$ cat src/rtl/mii_rx_deframer.sv
// MII receive deframer: strips preamble/SFD, packs nibbles into 64-bit buffer words,
// checks the CRC-32 residue and reports frame length; bad frames are dropped and counted.
module mii_rx_deframer #(
  parameter int unsigned ADDR_W  = 11,
  parameter int unsigned MIN_LEN = 64
) (
  input  logic              clk_mii,
  input  logic              reset,
  input  logic              i_erx_dv,
  input  logic [3:0]        i_erxd,
  input  logic              i_erx_er,
  output logic              buf_we,
  output logic [ADDR_W-4:0] buf_addr,
  output logic [63:0]       buf_wdata,
  output logic [7:0]        buf_be,
  output logic              recv_done,
  output logic [ADDR_W:0]   recv_len,
  output logic              fcs_ok,
  input  logic              rx_ack,
  output logic [15:0]       drop_cnt
);

  localparam logic [2:0] StIdle  = 3'd0;
  localparam logic [2:0] StPre   = 3'd1;
  localparam logic [2:0] StData  = 3'd2;
  localparam logic [2:0] StFlush = 3'd3;
  localparam logic [2:0] StDone  = 3'd4;
  localparam logic [2:0] StDrop  = 3'd5;

  localparam logic [31:0]   CrcPoly    = 32'hEDB8_8320;
  localparam logic [31:0]   CrcResidue = 32'hDEBB_20E3;
  localparam logic [ADDR_W:0] MinLen   = (ADDR_W + 1)'(MIN_LEN);
  localparam logic [ADDR_W:0] FcsLen   = (ADDR_W + 1)'(4);

  logic [2:0]        state_q, state_d;
  logic              dv_q;
  logic              phase_q, phase_d;
  logic [3:0]        lo_nib_q, lo_nib_d;
  logic [ADDR_W:0]   byte_cnt_q, byte_cnt_d;
  logic [31:0]       crc_q, crc_d;
  logic              we_q, we_d;
  logic [ADDR_W-4:0] addr_q, addr_d;
  logic [63:0]       wdata_q, wdata_d;
  logic [7:0]        be_q, be_d;
  logic              done_q, done_d;
  logic [ADDR_W:0]   len_q, len_d;
  logic              fcs_ok_q, fcs_ok_d;
  logic [15:0]       drop_q, drop_d;
  logic              drop_inc;
  logic              dv_rise;

  // Reflected CRC-32, LSB first, one nibble per call.
  function automatic logic [31:0] crc_nib(input logic [31:0] c, input logic [3:0] n);
    logic [31:0] r;
    r = c ^ {28'd0, n};
    for (int i = 0; i < 4; i++) begin
      r = r[0] ? ((r >> 1) ^ CrcPoly) : (r >> 1);
    end
    return r;
  endfunction

  assign dv_rise = i_erx_dv & ~dv_q;

  always_comb begin
    state_d    = state_q;
    phase_d    = phase_q;
    lo_nib_d   = lo_nib_q;
    byte_cnt_d = byte_cnt_q;
    crc_d      = crc_q;
    we_d       = 1'b0;
    addr_d     = addr_q;
    wdata_d    = wdata_q;
    be_d       = be_q;
    done_d     = done_q;
    len_d      = len_q;
    fcs_ok_d   = fcs_ok_q;
    drop_inc   = 1'b0;

    case (state_q)
      StIdle: begin
        if (dv_rise) begin
          if (i_erxd == 4'h5) begin
            state_d = StPre;
          end else begin
            state_d  = StDrop;
            drop_inc = 1'b1;
          end
        end
      end
      StPre: begin
        if (!i_erx_dv) begin
          state_d = StIdle;
        end else if (i_erx_er) begin
          state_d = StDrop;
        end else if (i_erxd == 4'hD) begin
          state_d    = StData;
          byte_cnt_d = '0;
          phase_d    = 1'b0;
          crc_d      = 32'hFFFF_FFFF;
        end else if (i_erxd != 4'h5) begin
          state_d = StDrop;
        end
      end
      StData: begin
        if (!i_erx_dv) begin
          if (phase_q || (byte_cnt_q < MinLen)) begin
            state_d  = StDrop;
            drop_inc = 1'b1;
          end else begin
            state_d = StFlush;
            // Partial tail word goes out in the FLUSH cycle.
            if (byte_cnt_q[2:0] != 3'd0) begin
              we_d   = 1'b1;
              addr_d = byte_cnt_q[ADDR_W-1:3];
              be_d   = (8'd1 << byte_cnt_q[2:0]) - 8'd1;
            end
          end
        end else if (i_erx_er) begin
          state_d  = StDrop;
          drop_inc = 1'b1;
        end else begin
          crc_d   = crc_nib(crc_q, i_erxd);
          phase_d = ~phase_q;
          if (!phase_q) begin
            lo_nib_d = i_erxd;
          end else begin
            wdata_d[{byte_cnt_q[2:0], 3'b000} +: 8] = {i_erxd, lo_nib_q};
            byte_cnt_d = byte_cnt_q + 1'b1;
            if (byte_cnt_q[2:0] == 3'd7) begin
              we_d   = 1'b1;
              addr_d = byte_cnt_q[ADDR_W-1:3];
              be_d   = 8'hFF;
            end
            // Buffer full: the last word still lands, then the frame is abandoned.
            if (byte_cnt_d[ADDR_W]) begin
              state_d  = StDrop;
              drop_inc = 1'b1;
            end
          end
        end
      end
      StFlush: begin
        state_d  = StDone;
        done_d   = 1'b1;
        len_d    = byte_cnt_q - FcsLen;
        fcs_ok_d = (crc_q == CrcResidue);
      end
      StDone: begin
        if (dv_rise) begin
          drop_inc = 1'b1;
        end
        if (rx_ack) begin
          state_d  = StIdle;
          done_d   = 1'b0;
          len_d    = '0;
          fcs_ok_d = 1'b0;
        end
      end
      StDrop: begin
        if (!i_erx_dv) begin
          state_d = StIdle;
        end
      end
      default: state_d = StIdle;
    endcase
  end

  assign drop_d = (drop_inc && (drop_q != 16'hFFFF)) ? drop_q + 16'd1 : drop_q;

  always_ff @(posedge clk_mii) begin
    if (reset) begin
      state_q    <= StIdle;
      dv_q       <= 1'b1;
      phase_q    <= 1'b0;
      lo_nib_q   <= 4'd0;
      byte_cnt_q <= '0;
      crc_q      <= 32'd0;
      we_q       <= 1'b0;
      addr_q     <= '0;
      wdata_q    <= 64'd0;
      be_q       <= 8'd0;
      done_q     <= 1'b0;
      len_q      <= '0;
      fcs_ok_q   <= 1'b0;
      drop_q     <= 16'd0;
    end else begin
      state_q    <= state_d;
      dv_q       <= i_erx_dv;
      phase_q    <= phase_d;
      lo_nib_q   <= lo_nib_d;
      byte_cnt_q <= byte_cnt_d;
      crc_q      <= crc_d;
      we_q       <= we_d;
      addr_q     <= addr_d;
      wdata_q    <= wdata_d;
      be_q       <= be_d;
      done_q     <= done_d;
      len_q      <= len_d;
      fcs_ok_q   <= fcs_ok_d;
      drop_q     <= drop_d;
    end
  end

  assign buf_we    = we_q;
  assign buf_addr  = addr_q;
  assign buf_wdata = wdata_q;
  assign buf_be    = be_q;
  assign recv_done = done_q;
  assign recv_len  = len_q;
  assign fcs_ok    = fcs_ok_q;
  assign drop_cnt  = drop_q;

endmodule

$ cat config.mk
export PLATFORM = sky130hd
export DESIGN_NAME = mii_rx_deframer
export DESIGN_NICKNAME = d
export VERILOG_FILES = /design/src/rtl/mii_rx_deframer.sv
export SDC_FILE = /design/constraint.sdc
export NUM_CORES = 1
export LEC_CHECK = 0
export BUFFER_PORTS_ARGS = -buffer_cell sky130_fd_sc_hd__buf_2
export CAP_MARGIN = 20
export CORE_ASPECT_RATIO = 0.6
export CORE_MARGIN = 4
export CORE_UTILIZATION = 30
export DETAILED_ROUTE_END_ITERATION = 8
export PLACE_DENSITY = 0.59
export SLEW_MARGIN = 30
export SYNTH_ARGS = -nofsm -noshare
export SYNTH_HDL_FRONTEND = slang
export SYNTH_SLANG_ARGS = --single-unit
$ cat constraint.sdc
create_clock -name clk_mii -period 5.3 [get_ports clk_mii]
set_clock_uncertainty 0.05 [all_clocks]
set_input_delay 0.265 -clock clk_mii [delete_from_list [all_inputs] [get_ports clk_mii]]
set_output_delay 0.265 -clock clk_mii [all_outputs]
set_load 0.02 [all_outputs]
==> qor.yml <==
run_status:
  outcome: "complete, no violations"
logic_synthesis:
  syn_nets: 855
  async_flop_share: 0
  post-synth-top-area-cell: "dfxtp_1"
  synth_edf_count: 0
  yosysWarningCount: 0
  synth_top_area_frac: 0.453
  synth.yosys.seq_area_share: 0.453
  ys_top_cells_by_area: "dfxtp_1 45%, nor2_1 7.0%, mux2i_1 5.9%"
  syn_avg_cell_area_um2: 8.70
  synth_area_mm2: 0.00725
  synth_top_flop_cell: "dfxtp_1"
  synthMostInstantiatedCell: "dfxtp_1"
  synth-seq-cells: 164
  ys_types: 64
  synthCells: 834
  synth_commonest_cells: "164 x dfxtp_1, 135 x nor2_1, 71 x nand2_1"
layout:
  nets: 942
  diodes: 0
  drive_above_1_share: 0.190
  synthToLayoutAreaGrowth_pct: 19.3
  fillCellCount: 2480
  finalInstanceArea_mm2: 0.00866
  utilization: 0.369
  final_cell_count_no_fill: 1249
drt:
  dr.max_layer_used: "met4"
  via_per_inst: 4.93
  wl_met1_um: 10700
  wl_met2_um: 8120
  drtPass1Iterations: 5
  first_iter_violations: 525
  finalWirelength_um: 20700
  vias: 6152
  ant_nets: 0
  drc: 0
  routedWlPerCell_um: 16.6
  wl_met3_um: 1690
critical_path:
  critPathCaptureType: "flip-flop"
  critPathMaxFanout: 20
  required_ps: 5540
  crit_type: "flip-flop to flip-flop"
  cp-start-kind: "flip-flop"
  arrival_ps: 3240
timing:
  hold_ws_ps: 132
  hold_viol_final: 0
  setup_tns_ps: 0
  finalCritPeriodShare: 0.566
  setup_violations: 0
  layout_min_cycle_time_ps: 3000
  rsz0062_at_grt: "false"
  drv_slew: 0
  max-slew-margin-rel: 0.379
  fmax_mhz: 333
  setup_ws_ps: 2300
  tightestPinTransition_ps: 932
floorplan:
  core_mm2: 0.0235
  start_util: 0.309
  placementRows: 43
  die_w_um: 209
  die_y_um: 128
  ios: 120
  dieArea_mm2: 0.0268
power_and_ir_drop:
  p_total_mw: 2.73
  ir_drop_mv: 0.223
  p_leak_nw: 3.73
  p_per_area_mw_per_mm2: 316
cts:
  postCtsSetupBuffers: 0
  clock_latency_ps: 430
  ctsHoldBuffers: 0
  clk_root_buffer_cell: "clkbuf_16"
  htree_levels: 4
  cts_tree: "done"
  cts_made_buffers: 17
  clk_pin_slew_ps: 70
  cts_buffer_depth: 2
  cts.sink_count: 164
  cts_resized: 0
grt:
  grt.total_usage: 0.155
  grt-ovfl-total: 0
  grt_max_degree: 97
  antenna_found_initial: 0
  grt_first_pass_wirelength_um: 33100
  grt_pass1_vias: 5707
place:
  gp_congestion: 0.802
  io_buffers: 119
  place_area_mm2: 0.00804
  dp_hpwl_um: 14400
  dpl.cell_count: 1217
  dp_worst_setup_slack_ps: 2310
flow_run:
  cap_viol_max_count: 0
min_path:
  min_path_type: "primary input to flip-flop"
## report_power, final
| group | leakage [nW] | switching (mW) | internal [mW] |
|---|---|---|---|
| Combinational | 2.12 | 0.109 | 0.0683 |
| Sequential | 1.32 | 0.0357 | 1.24 |
| Clock | 0.290 | 0.557 | 0.722 |
## registers in the layout, summed over array words and instances, names as in the netlist
name / cells
buf_addr: 8
buf_be: 8
buf_wdata: 64
buf_we: 1
byte_cnt_q: 12
crc_q: 32
drop_cnt: 16
dv_q: 1
fcs_ok: 1
lo_nib_q: 4
phase_q: 1
recv_done: 1
recv_len: 12
state_q: 3
## cell type report
cell class | count | area (µm²) | area share
inverter | 13 | 48.8 | 0.00564
clock buffer | 18 | 439 | 0.0507
multi-input combinational | 599 | 3670 | 0.424
sequential | 164 | 3280 | 0.379
clock inverter | 14 | 170 | 0.0197
tap | 315 | 394 | 0.0455
timing repair buffer | 126 | 654 | 0.0756
## worst paths after layout
kind / from / endpoint / slack, ps / depth (start not counted)
max reg2reg: byte_cnt_q[0] / buf_wdata[8] / 2300 / 8
min: i_erx_dv / dv_q / 130 / 2
max: byte_cnt_q[0] / buf_wdata[8] / 2300 / 8
min reg2reg: fcs_ok / fcs_ok / 400 / 2
## cell families (layout without fill, tap and decap cells)
family,after synthesis,count (layout),synth area share
simple gates,337,337,0.226
flops,164,164,0.453
compound gates,150,150,0.124
buf+inv,71,171,0.0436
xor+xnor,57,57,0.0730
mux,43,43,0.0593
fa+ha+maj,12,12,0.0207
## per-layer routing
layer  vias up  GRT usage
met1      2902      0.233
met5         -          0
li1       3072          -
met3        12     0.0582
met2       166      0.206
met4         0     0.0360
## worst max-delay path: stages, from the launching register on
cell,delay [ps]
dfxtp_1,590
inv_1,240
ha_1,300
ha_1,300
nor4b_4,290
buf_4,280
nand3_1,440
mux2i_1,300
nor2_1,60
## cells in the final DEF (no fill, tap or decap), types with 9 or more instances in the layout
cell | Yosys | final
nand3_1 | 40 | 40
ha_1 | 12 | 12
nor2_1 | 135 | 135
buf_2 | 10 | 118
xor2_1 | 30 | 30
nor3_1 | 20 | 20
o21ai_0 | 10 | 10
dfxtp_1 | 164 | 164
xnor2_1 | 23 | 23
o21ai_1 | 12 | 11
clkbuf_16 | 0 | 17
mux2i_1 | 43 | 43
a21oi_1 | 65 | 65
o22ai_1 | 15 | 15
or3_1 | 14 | 14
a22oi_1 | 9 | 9
a211oi_1 | 19 | 19
inv_1 | 13 | 13
nand2_1 | 71 | 71
Note: power is estimated with default switching activity, not from simulation.
